File: config.mk
export PLATFORM = sky130hd
export DESIGN_NAME = kitchen_responder
export DESIGN_NICKNAME = d
export VERILOG_FILES = /design/src/rtl/kitchen_responder.sv
export SDC_FILE = /design/constraint.sdc
export NUM_CORES = 1
export LEC_CHECK = 0
export BUFFER_PORTS_ARGS = -buffer_cell sky130_fd_sc_hd__buf_2
export CORE_ASPECT_RATIO = 1.2
export CORE_MARGIN = 1.5
export CORE_UTILIZATION = 37
export CTS_CLUSTER_DIAMETER = 60
export DETAILED_ROUTE_END_ITERATION = 12
export PLACE_DENSITY_LB_ADDON = 0.1
export SLEW_MARGIN = 20
export SYNTH_ARGS = -nofsm -noshare
export SYNTH_HDL_FRONTEND = slang
export SYNTH_SLANG_ARGS = --single-unit
File: constraint.sdc
create_clock -name clk -period 2.5 [get_ports clk]
set_input_delay 0.125 -clock clk [delete_from_list [all_inputs] [get_ports clk]]
set_output_delay 0.125 -clock clk [all_outputs]
set_load 0.02 [all_outputs]
File: src/rtl/kitchen_responder.sv
// Game-side responder for the kitchen command link: decodes edge-triggered command words and
// models game state, player position/holding, and per-target item/busy status.
module kitchen_responder #(
  parameter int unsigned NUM_TARGETS  = 24,
  parameter int unsigned MACHINE_BASE = 16,
  parameter int unsigned MOVE_LAT     = 8,
  parameter int unsigned PROC_LAT     = 32
) (
  input  logic       clk,
  input  logic       rst,
  input  logic [7:0] in_bits,
  output logic [7:0] out_bits,
  output logic [5:0] cur_target
);

  localparam int unsigned NumMach = NUM_TARGETS - MACHINE_BASE;
  localparam int unsigned MoveW   = $clog2(MOVE_LAT + 1);
  localparam int unsigned ProcW   = $clog2(PROC_LAT + 1);

  localparam logic [5:0]       Nowhere  = 6'h3F;
  localparam logic [5:0]       MachBase = 6'(MACHINE_BASE);
  localparam logic [5:0]       NumTgt   = 6'(NUM_TARGETS);
  localparam logic [MoveW-1:0] MoveLoad = MoveW'(MOVE_LAT);
  localparam logic [ProcW-1:0] ProcLoad = ProcW'(PROC_LAT);

  typedef enum logic [1:0] {StIdle, StRun, StOver} state_e;

  state_e             state_q, state_d;
  logic [7:0]         prev_in_q, cmd_q;
  logic               cmd_vld_q;
  logic [5:0]         cur_q, cur_d, pos_q, pos_d, move_tgt_q, move_tgt_d;
  logic               holding_q, holding_d;
  logic [MoveW-1:0]   move_cnt_q, move_cnt_d;
  logic [NumMach-1:0] m_item_q, m_item_d;
  logic [ProcW-1:0]   m_cnt_q [NumMach];
  logic [ProcW-1:0]   m_cnt_d [NumMach];
  logic [7:0]         out_q, out_d;

  logic [NumMach-1:0] mach_sel;
  logic               cur_item, cur_busy, cur_is_mach, at_tgt, run, end_cmd, tick;
  logic               item_nxt, busy_nxt;

  // Status of the currently selected target. A counter at 1 expires on this edge, so it
  // already counts as idle for any command executing alongside it.
  always_comb begin
    mach_sel = '0;
    cur_item = 1'b0;
    cur_busy = 1'b0;
    for (int m = 0; m < NumMach; m++) begin
      if (cur_q == 6'(MACHINE_BASE + m)) begin
        mach_sel[m] = 1'b1;
        cur_item    = m_item_q[m];
        cur_busy    = m_cnt_q[m] > ProcW'(1);
      end
    end
    if (cur_q < MachBase) cur_item = 1'b1;
  end

  assign cur_is_mach = |mach_sel;
  assign at_tgt      = (pos_q == cur_q) && (cur_q != Nowhere);
  assign run         = (state_q == StRun);
  assign end_cmd     = cmd_vld_q && (cmd_q[1:0] == 2'b01) && cmd_q[3];
  // Timers freeze once the game ends, including on the edge the end command executes.
  assign tick        = run && !end_cmd;

  always_comb begin
    state_d    = state_q;
    cur_d      = cur_q;
    pos_d      = pos_q;
    move_tgt_d = move_tgt_q;
    move_cnt_d = move_cnt_q;
    holding_d  = holding_q;
    m_item_d   = m_item_q;
    for (int m = 0; m < NumMach; m++) m_cnt_d[m] = m_cnt_q[m];

    if (tick) begin
      if (move_cnt_q == MoveW'(1)) begin
        move_cnt_d = '0;
        pos_d      = move_tgt_q;
      end else if (move_cnt_q != '0) begin
        move_cnt_d = move_cnt_q - MoveW'(1);
      end
      for (int m = 0; m < NumMach; m++) begin
        if (m_cnt_q[m] != '0) m_cnt_d[m] = m_cnt_q[m] - ProcW'(1);
      end
    end

    if (cmd_vld_q) begin
      case (cmd_q[1:0])
        2'b01: begin
          if (state_q == StIdle && cmd_q[2]) state_d = StRun;
          else if (run && cmd_q[3])          state_d = StOver;
        end
        2'b11: begin
          if (run && cmd_q[7:2] < NumTgt) cur_d = cmd_q[7:2];
        end
        2'b10: begin
          if (run) begin
            case (cmd_q[7:2])
              6'b000001: begin
                if (at_tgt && !holding_q && cur_item && !cur_busy) begin
                  holding_d = 1'b1;
                  m_item_d  = m_item_q & ~mach_sel;
                end
              end
              6'b000010: begin
                if (at_tgt && holding_q && cur_is_mach && !cur_item && !cur_busy) begin
                  holding_d = 1'b0;
                  m_item_d  = m_item_q | mach_sel;
                end
              end
              6'b000100: begin
                if (at_tgt && cur_is_mach && cur_item && !cur_busy) begin
                  for (int m = 0; m < NumMach; m++) begin
                    if (mach_sel[m]) m_cnt_d[m] = ProcLoad;
                  end
                end
              end
              6'b001000: begin
                if (cur_q != pos_q && cur_q != Nowhere) begin
                  move_cnt_d = MoveLoad;
                  move_tgt_d = cur_q;
                  pos_d      = Nowhere;
                end
              end
              6'b010000: begin
                if (pos_q != cur_q && pos_q != Nowhere && holding_q && cur_is_mach &&
                    !cur_item && !cur_busy) begin
                  holding_d = 1'b0;
                  m_item_d  = m_item_q | mach_sel;
                end
              end
              default: ;
            endcase
          end
        end
        default: ;
      endcase
    end

    // Status word reflects post-edge state, so it is built from the next-state values.
    item_nxt = 1'b0;
    busy_nxt = 1'b0;
    for (int m = 0; m < NumMach; m++) begin
      if (cur_d == 6'(MACHINE_BASE + m)) begin
        item_nxt = m_item_d[m];
        busy_nxt = m_cnt_d[m] != '0;
      end
    end
    if (cur_d < MachBase) item_nxt = 1'b1;

    out_d    = '0;
    out_d[0] = (state_d == StRun);
    out_d[1] = (state_d == StOver);
    out_d[2] = (pos_d == cur_d) && (cur_d != Nowhere);
    out_d[3] = holding_d;
    if (cur_d != Nowhere) begin
      out_d[4] = !busy_nxt;
      out_d[5] = item_nxt;
    end
  end

  always_ff @(posedge clk) begin
    if (rst) begin
      state_q    <= StIdle;
      prev_in_q  <= '0;
      cmd_q      <= '0;
      cmd_vld_q  <= 1'b0;
      cur_q      <= Nowhere;
      pos_q      <= Nowhere;
      move_tgt_q <= Nowhere;
      move_cnt_q <= '0;
      holding_q  <= 1'b0;
      m_item_q   <= '0;
      for (int m = 0; m < NumMach; m++) m_cnt_q[m] <= '0;
      out_q      <= '0;
    end else begin
      state_q    <= state_d;
      prev_in_q  <= in_bits;
      cmd_q      <= in_bits;
      cmd_vld_q  <= (in_bits != prev_in_q);
      cur_q      <= cur_d;
      pos_q      <= pos_d;
      move_tgt_q <= move_tgt_d;
      move_cnt_q <= move_cnt_d;
      holding_q  <= holding_d;
      m_item_q   <= m_item_d;
      for (int m = 0; m < NumMach; m++) m_cnt_q[m] <= m_cnt_d[m];
      out_q      <= out_d;
    end
  end

  assign out_bits   = out_q;
  assign cur_target = cur_q;

endmodule

==> out/metrics.cfg, run 1 <==
[routing]
remaining_drc_errors = 0
antenna_left = 0
totalWireLength_um = 19500
vias_per_cell = 5.35
drt_first_pass_iters = 7
drt_iter0_drc = 384
drt-wirelength-per-cell_um = 16.2
num_vias = 6432

[timing]
finalHoldViolations = 0
fin_crit_ns = 2.82
fin_crit_sh = 1.13
fin_ws_ns = -0.316
rsz0062_at_grt = true
clock-skew-final_ns = 0.00675
slew_violations = 0
max_freq_mhz = 355
slew_headroom = 0.593
tightest_slew_ns = 0.610
finalSetupViolCount = 38
final.setup.tns_ns = -3.02

[floorplanning]
die_w_um = 120
ios = 24
start_util = 0.378
core_mm2 = 0.0162
fp-row-count = 51
die_area_mm2 = 0.0174
die_y_um = 144

[placed_design]
dp_hpwl_um = 15200
io_buffers = 21
place_congestion = 0.929
dp_cells = 1173
pre_cts_slack_ns = -0.534

[cells_and_area]
fin_nets = 1020
final_common_cell = buf_4
syn2layout_area_growth_pct = 43.3
instances_no_fill = 1203
layout_common_cells = buf_4, dfxtp_1, nor2_1
antenna_cells = 0
drive_gt1_frac = 0.362

[logic_synthesis]
synth_edf_count = 0
ys_seq_elements = 95
synth_top_area_share = 0.310
yosysWarnings = 0
synth_top_cell_by_area = dfxtp_1
synth_flop_cell = dfxtp_1
syn_inst = 762
synthDistinctLibCells = 80
yosysSeqAreaShare = 0.310
synth.avg_cell_area_um2 = 8.04
async_reset_ff_frac = 0
ys_top_cells_by_area = dfxtp_1, nor2_1, ha_1, mux2i_1, a21oi_1
netlist_area_mm2 = 0.00613

[pwr]
powerDensity_mw_per_mm2 = 360
seqPwrFrac = 0.483
ir_drop_mv = 0.253
pwr-share-clk = 0.460
p_sw_w = 0.000749
internal_power_w = 0.00241
leakage_nw = 3.72
combPwrFrac = 0.057
sw_frac_of_total = 0.237

[run_status]
outcome = finished, violations left
violations = negative setup slack

[worst_setup_path]
crit_path_max_fanout = 4
r2r_start = m_cnt_q[1][23]$_SDFF_PP0_
critPathKind = flip-flop to flip-flop
end_kind = flip-flop
critPathLaunchType = flip-flop
crit_path_start = m_cnt_q[1][23]$_SDFF_PP0_
critical_path_arrival_ns = 3.04
required_ns = 2.73

[clocking]
clockRootBuffer = clkbuf_16
cts_buffers = 9
clock-sinks = 95
h-tree-depth = 3
path_clk_slew_ns = 0.07
cts_tree = done
cts_buffer_depth = 2
clock_latency_ns = 0.35

[worst_hold_path]
min_from = in_bits[3]
hp-class = input port to flip-flop

[global_route]
grt_pass1_vias = 6409
grt_max_degree = 34
track_usage = 0.232
gr-total-overflow = 0
grt_pass1_wl_um = 31800
antenna_found_initial = 0

[run]
cap_violations = 0

[power groups by stage]
stage / Sequential, W / Combinational, W / Clock [W]
after floorplan: 0.00156 / 0.0000946 / 0
after global placement: 0.00157 / 0.000169 / 0
after detailed placement: 0.00157 / 0.000171 / 0
after CTS: 0.00153 / 0.000177 / 0.00150
after global routing: 0.00153 / 0.000195 / 0.00155
final: 0.00153 / 0.000180 / 0.00145
[critical path, stage by stage, from the launching register on]
cell	delay (ns)
dfxtp_2	0.32
or4_4	0.55
o2111ai_4	0.27
o21ai_2	0.11
o311ai_4	0.32
nand4_1	0.26
o2111ai_1	0.32
a311oi_1	0.13
o22ai_1	0.26
o311ai_1	0.13
[cells by family after synthesis]
kind of cell,count (synthesis),share of synthesized area
compound gates,159,0.177
xor+xnor,35,0.0500
fa+ha+maj,24,0.0490
buf+inv,70,0.0484
flops,95,0.310
mux,32,0.0533
other cells,1,0.000612
simple gates,346,0.312
[final timing paths]
check	slack (ns)	cells after the start	endpoint
worst max-delay path	-0.32	9	out_bits[4]$_SDFF_PP0_
worst min-delay path	0.01	2	cmd_q[3]$_SDFF_PP0_
worst max register to register	-0.32	9	out_bits[4]$_SDFF_PP0_
worst min register to register	0.49	2	move_tgt_q[5]$_SDFFE_PP1P_
[cells in the mapped netlist (9+ instances only)]
master and n:
a21oi_1 46, clkbuf_1 24, a31oi_1 12, nor4_1 14
dfxtp_1 95, nand2_1 53, a211oi_1 11, nor2_1 84
or2_2 9, nor2b_1 19, o21ai_0 36, nor3b_1 10
nand2b_1 15, nand3_1 24, nand4_1 14, xor2_1 12
inv_1 30, nor3_1 35, or3_1 13, mux2i_1 27
xnor2_1 23, ha_1 24
[per-layer routing]
layer  global-route usage  routed length [µm]  vias up
met5                    0                   0        -
met4               0.0793                 424        0
met3               0.0371                 649       26
met2                0.406                9670      119
met1                0.289                8810     3078
li1                     -                   -     3209
[flip-flops by register name (all words and copies together) (netlist names)]
register    flops
cur_target      6
m_cnt_q        48
holding_q       1
move_cnt_q      4
out_bits        5
move_tgt_q      6
m_item_q        8
state_q         2
cmd_q           8
pos_q           6
cmd_vld_q       1
[metrics by stage]
stage	utilization	total power, W	hold WS (ns)	area [µm²]
floorplan	-	0.00166	0.253	6160
global placement	0.493	0.00174	0.363	7990
detailed placement	0.493	0.00174	0.370	7990
CTS	0.528	0.00320	0.00502	8570
global route	0.542	0.00328	0.0183	8780
finish	0.542	0.00316	0.0136	8780
[cell type report]
type | instances | area [µm²]
Inverter | 30 | 113
Clock buffer | 10 | 239
Timing Repair Buffer | 252 | 1920
Tap cell | 212 | 265
Fill cell | 1533 | 7430
Clock inverter | 6 | 68.8
Sequential cell | 95 | 1920
Multi-Input combinational cell | 598 | 4250
[timing repair]
action                                  CTS  global route
gates cloned                              0             0
buffers inserted                          8             5
pin swaps                                19            18
hold buffers                              2             0
resized for setup                        48            47
endpoints found under the hold margin     2             0
endpoints found under the setup margin   53            53
(Power assumes the default switching activity.)
==> run 2, diff against run 1 <==
--- a/config.mk
+++ b/config.mk
@@ -5,8 +5,8 @@
 export SDC_FILE = /design/constraint.sdc
 export NUM_CORES = 1
 export LEC_CHECK = 0
+export ABC_AREA = 1
 export BUFFER_PORTS_ARGS = -buffer_cell sky130_fd_sc_hd__buf_2
-export CORE_ASPECT_RATIO = 1.2
 export CORE_MARGIN = 1.5
 export CORE_UTILIZATION = 37
 export CTS_CLUSTER_DIAMETER = 60
==> run 2 against run 1 <==
The run still ends with negative setup slack left. Synthesized cell count is 13% higher. Sequential power hardly changed. Flip-flop and latch count stayed put. Synthesized area is 3.9% lower. Final area is 2.9% higher. Power is 3.9% higher. Largest cell class unchanged. Combinational power is 35% higher. Critical endpoint is now out_bits[5]$_SDFF_PP0_. Via count is 0.98% higher. Maximum frequency is 6.0% higher. Routed wire length is 8.0% lower. Worst hold slack worse by 0.0053 ns.
==> out/metrics.cfg, run 2 <==
[logic_synthesis]
synth_simple_gate_area_frac = 0.358
ys_seq_elements = 95
synthDistinctLibCells = 57
ys_top_cells_by_area = dfxtp_1, nand2_1, nor2_1, inv_1, ha_1
yosysWarnings = 0
synth_xor_area_frac = 0.0446
synth_top_cell_by_area = dfxtp_1
synthTopCellsByCount = nand2_1, nor2_1, inv_1
synth_top_area_share = 0.323
syn_inst = 864
yosys.area_share.adder = 0.0510
synth_top_family_by_area = simple AND/OR/NAND/NOR gates
yosysSeqAreaShare = 0.323
synth_edf_count = 0
synth_flop_cell = dfxtp_1
async_reset_ff_frac = 0
synth.avg_cell_area_um2 = 6.82
synth_most_common_cell = nand2_1
synthMuxAreaShare = 0.00191
netlist_area_mm2 = 0.00589
synth_compound_area_frac = 0.121

[timing]
fin_crit_ns = 2.66
fin_ws_ns = -0.158
clock-skew-final_ns = 0.00758
fin_crit_sh = 1.06
slew_headroom = 0.592
rsz0062_at_grt = true
finalSetupViolCount = 6
final.setup.tns_ns = -0.455
finalHoldViolations = 0
slew_violations = 0
max_freq_mhz = 376
tightest_slew_ns = 0.611

[worst_setup_path]
worst-path-buf-inv = 5
cpPeakStageDelay_ns = 0.34
crit_slowest_cell = dfxtp_2
critPathTopFamily = simple AND/OR/NAND/NOR gates
critical_path_arrival_ns = 2.95
critPathLaunchType = flip-flop
critPathKind = flip-flop to flip-flop
end_kind = flip-flop
required_ns = 2.80
crit_path_max_fanout = 6
crit_chain = inv_2 -> ha_4 -> inv_2 -> nand2_2 -> nand3_2 -> nand3_2 -> nand3_2 -> nor2_4 -> nand4_4 -> nor2_4 -> buf_6 -> buf_6 -> nand4_1 -> o22ai_4 -> buf_6 -> nand3_4 -> a21o_1 -> nand3_1 -> nor3_1 -> nor2_1

[cells_and_area]
largest_reg_flops = 48
top_register = m_cnt_q
syn2layout_area_growth_pct = 53.3
stdcell_area_mm2 = 0.00903
final_common_cell = buf_4
layout_common_cells = buf_4, nand2_1, nor2_1
fin_nets = 1153
drive_gt1_frac = 0.401
seqCellArea_mm2 = 0.00194
fill_cells = 1382
antenna_cells = 0
multi_input_area_mm2 = 0.00396
reg.largest.list = m_cnt_q: 48 flops, cmd_q: 8 flops, m_item_q: 8 flops

[pwr]
powerDensity_mw_per_mm2 = 363
leakage_nw = 4.21
ir_drop_mv = 0.291

[routing]
antenna_left = 0
vias_per_cell = 4.87
num_vias = 6495
totalWireLength_um = 18000
remaining_drc_errors = 0
drt_first_pass_iters = 5
drt_iter0_drc = 316
drt-wirelength-per-cell_um = 13.5

[placed_design]
dp_hpwl_um = 13400
place_area_mm2 = 0.00775
io_buffers = 21
place_congestion = 0.961

[global_route]
grt_pass1_vias = 6338
grt_pass1_wl_um = 29000
antenna_found_initial = 0
track_usage = 0.220
gr-total-overflow = 0
grt_max_degree = 54

[clocking]
path_clk_slew_ns = 0.07
cts_buffer_depth = 2
clockRootBuffer = clkbuf_16
clock-sinks = 95
cts_tree = done
h-tree-depth = 3
cts_buffers = 9
clock_latency_ns = 0.36

[floorplanning]
die_y_um = 129
fp-row-count = 45
start_util = 0.383
die_area_mm2 = 0.0167
core_mm2 = 0.0154
die_w_um = 129
ios = 24

[run_status]
violations = negative setup slack
outcome = finished, violations left

[worst_hold_path]
hp-class = input port to flip-flop

[run]
cap_violations = 0

run 2: timing repair:
item                       CTS  global route
buffers inserted            18            14
resized for setup           83           112
setup endpoints to repair    6            13
hold endpoints to repair     4             0
hold buffers                 4             0
pin swaps                   22            49
run 2: through the flow:
step	hold WS (ns)	std cells	total power, W	worst slack (ns)	util
after floorplan	0.232	865	0.00170	0.0499	-
after global placement	0.357	1283	0.00179	-0.250	0.504
after detailed placement	0.363	1283	0.00179	-0.269	0.504
after CTS	0.00260	1320	0.00330	-0.178	0.555
after global routing	0.0176	1334	0.00342	-0.325	0.588
final	0.00830	1334	0.00328	-0.158	0.588
run 2: final timing paths:
kind | end | depth (start not counted) | slack, ns | startpoint
max | out_bits[5]$_SDFF_PP0_ | 20 | -0.16 | m_cnt_q[0][12]$_SDFF_PP0_
min | cmd_q[2]$_SDFF_PP0_ | 3 | 0.008 | in_bits[2]
max reg2reg | out_bits[5]$_SDFF_PP0_ | 20 | -0.16 | m_cnt_q[0][12]$_SDFF_PP0_
min reg2reg | move_tgt_q[0]$_SDFFE_PP1P_ | 2 | 0.48 | move_tgt_q[0]$_SDFFE_PP1P_
run 2: area by class of cell:
type | count | area share
clock buffers | 11 | 0.0269
clock inverters | 4 | 0.00776
inverters | 129 | 0.0555
multi-input cells | 618 | 0.438
flip-flops and latches | 95 | 0.215
well taps | 211 | 0.0292
repair buffers | 266 | 0.228
run 2: per-layer routing:
| metal | vias to the layer above | wire, µm | track usage |
|---|---|---|---|
| li1 | 3327 | - | - |
| met1 | 3047 | 8140 | 0.269 |
| met2 | 98 | 8950 | 0.385 |
| met3 | 23 | 565 | 0.0454 |
| met4 | 0 | 335 | 0.0720 |
| met5 | - | 0 | 0 |
run 2: where the power goes:
group          switching, W  leakage [nW]  internal [W]
sequential        0.0000134         0.772       0.00152
combinational      0.000136          3.28      0.000106
clock              0.000608         0.155      0.000895
run 2: kinds of logic after synthesis:
| group | count (synthesis) |
|---|---|
| compound gates | 118 |
| xor+xnor | 30 |
| fa+ha+maj | 24 |
| buf+inv | 152 |
| flops | 95 |
| mux | 1 |
| other cells | 1 |
| simple gates | 443 |
run 2: tightest hold or removal path, delay by kind of cell:
family,cells,cell delay [ns]
buf+inv,2,0.14
simple gates,1,0.07
